--- src/rtl/effect_peq_tdm_if.sv ---
// Sample/coefficient bus for the time-multiplexed parametric EQ.
// The master drives samples and coefficient writes; the slave returns results and status.
interface effect_peq_tdm_if #(
  parameter int unsigned N_BANDS = 4,
  parameter int unsigned DATA_W  = 16,
  parameter int unsigned COEF_W  = 32
);
  localparam int unsigned ADDR_W = $clog2(5 * N_BANDS);

  logic                     i_valid;
  logic                     i_enable;
  logic signed [DATA_W-1:0] i_data;
  logic                     i_coef_we;
  logic        [ADDR_W-1:0] i_coef_addr;
  logic signed [COEF_W-1:0] i_coef_wdata;
  logic                     i_coef_commit;
  logic signed [DATA_W-1:0] o_data;
  logic                     o_valid;
  logic                     o_busy;
  logic                     o_drop;

  modport master (
    output i_valid, i_enable, i_data, i_coef_we, i_coef_addr, i_coef_wdata, i_coef_commit,
    input  o_data, o_valid, o_busy, o_drop
  );

  modport slave (
    input  i_valid, i_enable, i_data, i_coef_we, i_coef_addr, i_coef_wdata, i_coef_commit,
    output o_data, o_valid, o_busy, o_drop
  );
endinterface

--- src/rtl/effect_peq_tdm.sv ---
// Cascaded biquad parametric EQ sharing one multiplier over all taps and bands,
// with a shadow/active coefficient bank pair and a bypass path.
module effect_peq_tdm #(
  parameter int unsigned N_BANDS = 4,
  parameter int unsigned DATA_W  = 16,
  parameter int unsigned COEF_W  = 32,
  parameter int unsigned FRAC    = 28
) (
  input logic            i_clk,
  input logic            i_rst_n,
  effect_peq_tdm_if.slave bus
);
  localparam int unsigned NCoef = 5 * N_BANDS;
  localparam int unsigned AddrW = $clog2(NCoef);
  localparam int unsigned BandW = (N_BANDS > 1) ? $clog2(N_BANDS) : 1;
  localparam int unsigned ProdW = DATA_W + COEF_W;
  localparam int unsigned AccW  = ProdW + 3;
  localparam logic [COEF_W-1:0] CoefOne = COEF_W'(1) << FRAC;

  typedef enum logic [1:0] {StIdle, StMac, StSat} state_e;

  state_e state_q, state_d;
  logic [BandW-1:0] band_q;
  logic [2:0]       tap_q;
  logic signed [AccW-1:0]   acc_q, acc_d;
  logic signed [DATA_W-1:0] xin_q, data_q;
  logic                     valid_q;
  logic signed [DATA_W-1:0] x1_q [N_BANDS];
  logic signed [DATA_W-1:0] x2_q [N_BANDS];
  logic signed [DATA_W-1:0] y1_q [N_BANDS];
  logic signed [DATA_W-1:0] y2_q [N_BANDS];
  logic signed [COEF_W-1:0] coef_sh_q  [NCoef];
  logic signed [COEF_W-1:0] coef_act_q [NCoef];
  logic                     commit_pend_q;

  logic capture, last_band, commit_req, do_copy;
  logic [AddrW-1:0]         coef_idx;
  logic signed [COEF_W-1:0] coef;
  logic signed [DATA_W-1:0] op;
  logic signed [ProdW-1:0]  prod;
  logic signed [AccW-1:0]   prod_ext, acc_sh;
  logic [AccW-DATA_W:0]     acc_upper;
  logic                     ovf;
  logic signed [DATA_W-1:0] sat_y;

  assign capture    = (state_q == StIdle) && bus.i_valid && bus.i_enable;
  assign last_band  = (band_q == BandW'(N_BANDS - 1));
  assign commit_req = commit_pend_q | bus.i_coef_commit;
  // A capture on the same edge keeps the old bank for that sample.
  assign do_copy    = (state_q == StIdle) && !capture && commit_req;

  assign coef_idx = AddrW'(5 * 32'(band_q) + 32'(tap_q));
  assign coef     = coef_act_q[coef_idx];

  always_comb begin
    op = '0;
    case (tap_q)
      3'd0:    op = xin_q;
      3'd1:    op = x1_q[band_q];
      3'd2:    op = x2_q[band_q];
      3'd3:    op = y1_q[band_q];
      3'd4:    op = y2_q[band_q];
      default: op = '0;
    endcase
  end

  // Full sign extension makes the unsigned product bit-exact for signed operands.
  assign prod     = {{COEF_W{op[DATA_W-1]}}, op} * {{DATA_W{coef[COEF_W-1]}}, coef};
  assign prod_ext = {{3{prod[ProdW-1]}}, prod};
  assign acc_d    = (tap_q >= 3'd3) ? acc_q - prod_ext : acc_q + prod_ext;

  assign acc_sh    = acc_q >>> FRAC;
  assign acc_upper = acc_sh[AccW-1:DATA_W-1];
  assign ovf       = !((&acc_upper) || !(|acc_upper));
  assign sat_y     = ovf ? (acc_sh[AccW-1] ? {1'b1, {(DATA_W-1){1'b0}}}
                                          : {1'b0, {(DATA_W-1){1'b1}}})
                         : acc_sh[DATA_W-1:0];

  always_comb begin
    state_d = state_q;
    if (!bus.i_enable) begin
      state_d = StIdle;
    end else begin
      unique case (state_q)
        StIdle:  if (bus.i_valid) state_d = StMac;
        StMac:   if (tap_q == 3'd4) state_d = StSat;
        StSat:   state_d = last_band ? StIdle : StMac;
        default: state_d = StIdle;
      endcase
    end
  end

  always_ff @(posedge i_clk or negedge i_rst_n) begin
    if (!i_rst_n) state_q <= StIdle;
    else          state_q <= state_d;
  end

  always_ff @(posedge i_clk or negedge i_rst_n) begin
    if (!i_rst_n) begin
      band_q  <= '0;
      tap_q   <= '0;
      acc_q   <= '0;
      xin_q   <= '0;
      data_q  <= '0;
      valid_q <= 1'b0;
      for (int b = 0; b < N_BANDS; b++) begin
        x1_q[b] <= '0;
        x2_q[b] <= '0;
        y1_q[b] <= '0;
        y2_q[b] <= '0;
      end
    end else if (!bus.i_enable) begin
      band_q  <= '0;
      tap_q   <= '0;
      acc_q   <= '0;
      valid_q <= 1'b0;
      for (int b = 0; b < N_BANDS; b++) begin
        x1_q[b] <= '0;
        x2_q[b] <= '0;
        y1_q[b] <= '0;
        y2_q[b] <= '0;
      end
    end else begin
      valid_q <= 1'b0;
      unique case (state_q)
        StIdle: begin
          if (bus.i_valid) begin
            xin_q  <= bus.i_data;
            band_q <= '0;
            tap_q  <= '0;
            acc_q  <= '0;
          end
        end
        StMac: begin
          acc_q <= acc_d;
          tap_q <= tap_q + 3'd1;
        end
        StSat: begin
          x2_q[band_q] <= x1_q[band_q];
          x1_q[band_q] <= xin_q;
          y2_q[band_q] <= y1_q[band_q];
          y1_q[band_q] <= sat_y;
          xin_q        <= sat_y;
          acc_q        <= '0;
          tap_q        <= '0;
          if (last_band) begin
            data_q  <= sat_y;
            valid_q <= 1'b1;
          end else begin
            band_q <= band_q + BandW'(1);
          end
        end
        default: ;
      endcase
    end
  end

  always_ff @(posedge i_clk or negedge i_rst_n) begin
    if (!i_rst_n) begin
      for (int i = 0; i < NCoef; i++) begin
        coef_sh_q[i]  <= (i % 5 == 0) ? CoefOne : '0;
        coef_act_q[i] <= (i % 5 == 0) ? CoefOne : '0;
      end
      commit_pend_q <= 1'b0;
    end else begin
      if (bus.i_coef_we && (32'(bus.i_coef_addr) < NCoef)) begin
        coef_sh_q[bus.i_coef_addr] <= bus.i_coef_wdata;
      end
      if (do_copy) coef_act_q <= coef_sh_q;
      commit_pend_q <= commit_req && !do_copy;
    end
  end

  assign bus.o_data  = bus.i_enable ? data_q : bus.i_data;
  assign bus.o_valid = bus.i_enable ? valid_q : bus.i_valid;
  assign bus.o_busy  = (state_q != StIdle);
  assign bus.o_drop  = bus.i_enable && bus.i_valid && (state_q != StIdle);
endmodule

--- src/flat_wrapper.sv ---
// flat-port wrapper written by rule: the top's interface ports become plain ports
module effect_peq_tdm_flat 
#(
  parameter int unsigned N_BANDS = 4,
  parameter int unsigned DATA_W  = 16,
  parameter int unsigned COEF_W  = 32,
  parameter int unsigned FRAC    = 28
)
  (i_clk, i_rst_n, bus_i_valid, bus_i_enable, bus_i_data, bus_i_coef_we, bus_i_coef_addr, bus_i_coef_wdata, bus_i_coef_commit, bus_o_data, bus_o_valid, bus_o_busy, bus_o_drop);
  effect_peq_tdm_if #(.N_BANDS(N_BANDS), .DATA_W(DATA_W), .COEF_W(COEF_W)) bus_i ();
  input logic i_clk;
  input logic i_rst_n;
  input wire logic [$bits(bus_i.i_valid)-1:0] bus_i_valid;
  input wire logic [$bits(bus_i.i_enable)-1:0] bus_i_enable;
  input wire logic [$bits(bus_i.i_data)-1:0] bus_i_data;
  input wire logic [$bits(bus_i.i_coef_we)-1:0] bus_i_coef_we;
  input wire logic [$bits(bus_i.i_coef_addr)-1:0] bus_i_coef_addr;
  input wire logic [$bits(bus_i.i_coef_wdata)-1:0] bus_i_coef_wdata;
  input wire logic [$bits(bus_i.i_coef_commit)-1:0] bus_i_coef_commit;
  output wire logic [$bits(bus_i.o_data)-1:0] bus_o_data;
  output wire logic [$bits(bus_i.o_valid)-1:0] bus_o_valid;
  output wire logic [$bits(bus_i.o_busy)-1:0] bus_o_busy;
  output wire logic [$bits(bus_i.o_drop)-1:0] bus_o_drop;
  assign bus_i.i_valid = bus_i_valid;
  assign bus_i.i_enable = bus_i_enable;
  assign bus_i.i_data = bus_i_data;
  assign bus_i.i_coef_we = bus_i_coef_we;
  assign bus_i.i_coef_addr = bus_i_coef_addr;
  assign bus_i.i_coef_wdata = bus_i_coef_wdata;
  assign bus_i.i_coef_commit = bus_i_coef_commit;
  assign bus_o_data = bus_i.o_data;
  assign bus_o_valid = bus_i.o_valid;
  assign bus_o_busy = bus_i.o_busy;
  assign bus_o_drop = bus_i.o_drop;
  effect_peq_tdm #(.N_BANDS(N_BANDS), .DATA_W(DATA_W), .COEF_W(COEF_W), .FRAC(FRAC)) u_core (.i_clk(i_clk), .i_rst_n(i_rst_n), .bus(bus_i));
endmodule
--- config.mk ---
export PLATFORM = sky130hd
export DESIGN_NAME = effect_peq_tdm_flat
export DESIGN_NICKNAME = d
export VERILOG_FILES = /design/src/rtl/effect_peq_tdm_if.sv /design/src/rtl/effect_peq_tdm.sv /design/src/flat_wrapper.sv
export SDC_FILE = /design/constraint.sdc
export NUM_CORES = 2
export LEC_CHECK = 0
export CAP_MARGIN = 25
export CORE_ASPECT_RATIO = 1.25
export CORE_UTILIZATION = 50
export DETAILED_ROUTE_END_ITERATION = 10
export GPL_TIMING_DRIVEN = 1
export PLACE_DENSITY = 0.66
export SYNTH_ARGS = -nofsm -noshare
export SYNTH_HDL_FRONTEND = slang
export SYNTH_SLANG_ARGS = --single-unit
--- constraint.sdc ---
create_clock -name i_clk -period 18.6 [get_ports i_clk]
set_clock_uncertainty 0.15 [all_clocks]
set_input_delay 2.79 -clock i_clk [delete_from_list [all_inputs] [get_ports i_clk]]
set_output_delay 2.79 -clock i_clk [all_outputs]
set_load 0.1 [all_outputs]
==> flow_summary.json <==
{
  "first_pass_iters": 8,
  "synth_warnings": 0,
  "synthCells": 7109,
  "path_class": "reg2reg",
  "insertion_delay_ns": 0.82,
  "final_nets": 7738,
  "grt_first_pass_wirelength_um": 350700,
  "hold_viol_final": 0,
  "yosys_most_used_dff": "dfrtp_1",
  "cts_hold_buf": 0,
  "ys_seq_elements": 1628,
  "ant_nets": 0,
  "fin_ws_ns": 3.872,
  "clock-sinks": 1628,
  "r2r_cells": 43,
  "syn_area_per_cell_um2": 12.57,
  "cts_setup_buffers": 0,
  "whs_path_depth": 2,
  "rr_endpoint": "u_core.acc_q[50]",
  "status": "completed",
  "die_w_um": 380.2,
  "hold_path.class": "reg2reg",
  "relSlewSlack": 0.2854,
  "synth_cell_types": 83,
  "worst_pin_slew_ns": 1.072,
  "critPathSlowestCell": "dfrtp_4",
  "drc_errors": 0,
  "cts_root_buf": "clkbuf_16",
  "syn-num-nets": 7836,
  "cp-start-kind": "flop",
  "r2r_start": "u_core.band_q[0]",
  "regToRegSetupSlack_ns": 3.87,
  "htreeDepth": 4,
  "hp-start": "u_core.y1_q[18]",
  "cts_inserted_buffers": 161,
  "slowest_delay_ns": 0.81,
  "post_drt_wl_per_cell_um": 23.43,
  "coreArea_mm2": 0.1777,
  "vias_per_cell": 5.848,
  "crit_fanout": 29,
  "mostFrequentLayoutCells": "dfrtp_1 (1618), mux2_2 (1335), inv_1 (617), fa_1 (488), nand2_1 (472)",
  "dp_hpwl_um": 143200,
  "drive_gt1_frac": 0.2829,
  "final_common_cell": "dfrtp_1",
  "synth.yosys.seq_area_share": 0.4559,
  "dieArea_mm2": 0.1805,
  "worstSetupEndpointType": "flop",
  "fin_crit_sh": 0.7918,
  "setup_viol": 0,
  "finalMaxSlewViolations": 0,
  "post_cts_resized": 0,
  "start_util": 0.5030,
  "finalCriticalPeriod_ns": 14.73,
  "synthArstFlopShare": 1.000,
  "holdPathEnd": "u_core.y1_q[18]",
  "fmax_mhz": 67.90,
  "crit_top_cell": "fa_1",
  "fin_setup_tns_ns": 0,
  "syn_area_mm2": 0.08938,
  "vias": 55560,
  "synth_edf_count": 0,
  "grt_usage": 0.2507,
  "cts_tree": "done",
  "pin_count": 78,
  "gp_congestion": 0.9741,
  "grt_setup_unrepaired": "no",
  "place_ws_ns": 3.905,
  "worstPathRequired_ns": 19.09,
  "io_buffers": 77,
  "clkTransAtPathRegs_ns": 0.07,
  "grt_pass1_vias": 59120,
  "dieHeight_um": 474.7,
  "drv_cap": 0,
  "grt_max_degree": 191,
  "area_delta_synth_final_pct": 10.07,
  "drtIter0Drc": 3780,
  "antenna_found_initial": 9,
  "clk_path_buf_depth": 3,
  "drt_wl_total_um": 222600,
  "num_rows": 173,
  "worst_ep_arrival_time_ns": 15.22,
  "global_route.overflow_total": 0
}
==> metal layers <==
layer,share of wire,GRT usage,up-vias
met5,0.00040,0,-
met4,0.036,0.09112,14
met3,0.043,0.03643,457
met2,0.50,0.4299,1397
met1,0.42,0.3238,29420
li1,-,-,24270
==> metrics by stage <==
stage	std cells	utilization	cell area (um^2)	hold slack [ns]
2_1_floorplan	7109	-	89380	0.2914
3_3_place_gp	9196	0.5214	92660	0.3060
3_5_place_dp	9201	0.5219	92750	0.3168
4_1_cts	9489	0.5526	98200	0.3320
5_1_grt	9499	0.5536	98390	0.3554
6_report	9500	0.5536	98390	0.3294
==> cells by family (layout without fill, tap and decap cells) <==
kind of cell    after synthesis  after routing  share of synthesized area
buf+inv                    1077           1104                    0.04537
simple gates               1127           1127                    0.05622
fa+ha+maj                   668            668                     0.1346
compound gates              882            882                    0.06704
xor+xnor                    130            130                    0.01274
flops                      1628           1628                     0.4559
mux                        1597           1597                     0.2282
other cells                   0              2                          0
==> flip-flops by register name, summed over array words and instances, names as in the netlist <==
| name | count |
|---|---|
| u_core.x1_q | 64 |
| u_core.y2_q | 64 |
| u_core.data_q | 16 |
| u_core.band_q | 2 |
| u_core.commit_pend_q | 1 |
| u_core.xin_q | 16 |
| u_core.y1_q | 64 |
| u_core.coef_sh_q | 640 |
| u_core.acc_q | 51 |
| u_core.tap_q | 3 |
| u_core.state_q | 2 |
| u_core.coef_act_q | 640 |
| u_core.x2_q | 64 |
| u_core.valid_q | 1 |
==> cells in the mapped netlist (all sizes together), types with 36 or more instances <==
library cell	number	area share
mux4	219	0.055
fa	489	0.11
buf	98	0.0042
mux2	1335	0.17
nand2b	44	0.0031
o21ai	218	0.012
nand3	36	0.0020
a22o	208	0.020
ha	179	0.025
xor2	51	0.0050
mux2i	43	0.0048
nand2	488	0.020
nor2	336	0.014
nor2b	44	0.0031
inv	619	0.026
a21oi	181	0.010
dfrtp	1620	0.45
xnor2	79	0.0077
clkbuf	360	0.015
a21o	47	0.0039
==> cell type report <==
type	count	area, um^2
timing repair buffer	197	1959
inverter	619	2323
clock buffer	236	4682
fill	14640	79320
clock inverter	52	764.5
antenna	2	5.005
sequential	1628	40750
tap	2362	2955
multi-input combinational	4404	44950
==> worst max-delay path by stage <==
| stage | slack, ns | cells after the start | endpoint | start |
|---|---|---|---|---|
| finish | 3.87 | 43 | u_core.acc_q[50] | u_core.band_q[0] |
| global route | 3.01 | 42 | u_core.acc_q[50] | u_core.band_q[0] |
| CTS | 3.80 | 43 | u_core.acc_q[50] | u_core.band_q[0] |
| detailed placement | 3.90 | 43 | u_core.acc_q[50] | u_core.band_q[0] |
| global placement | 4.01 | 41 | u_core.acc_q[50] | u_core.band_q[0] |
| floorplan | 5.58 | 47 | u_core.acc_q[50] | u_core.band_q[0] |
==> worst max-delay path: cells and delay by family (launching register included) <==
family | cells | cell delay, ns
simple gates | 8 | 1.64
mux | 1 | 0.57
fa+ha+maj | 10 | 4.58
compound gates | 16 | 4.44
xor+xnor | 2 | 1.04
buf+inv | 6 | 1.23
flops | 1 | 0.81
Power is not shown: default switching activity piles up to over one toggle a cycle in this logic, so the estimate is an artifact.
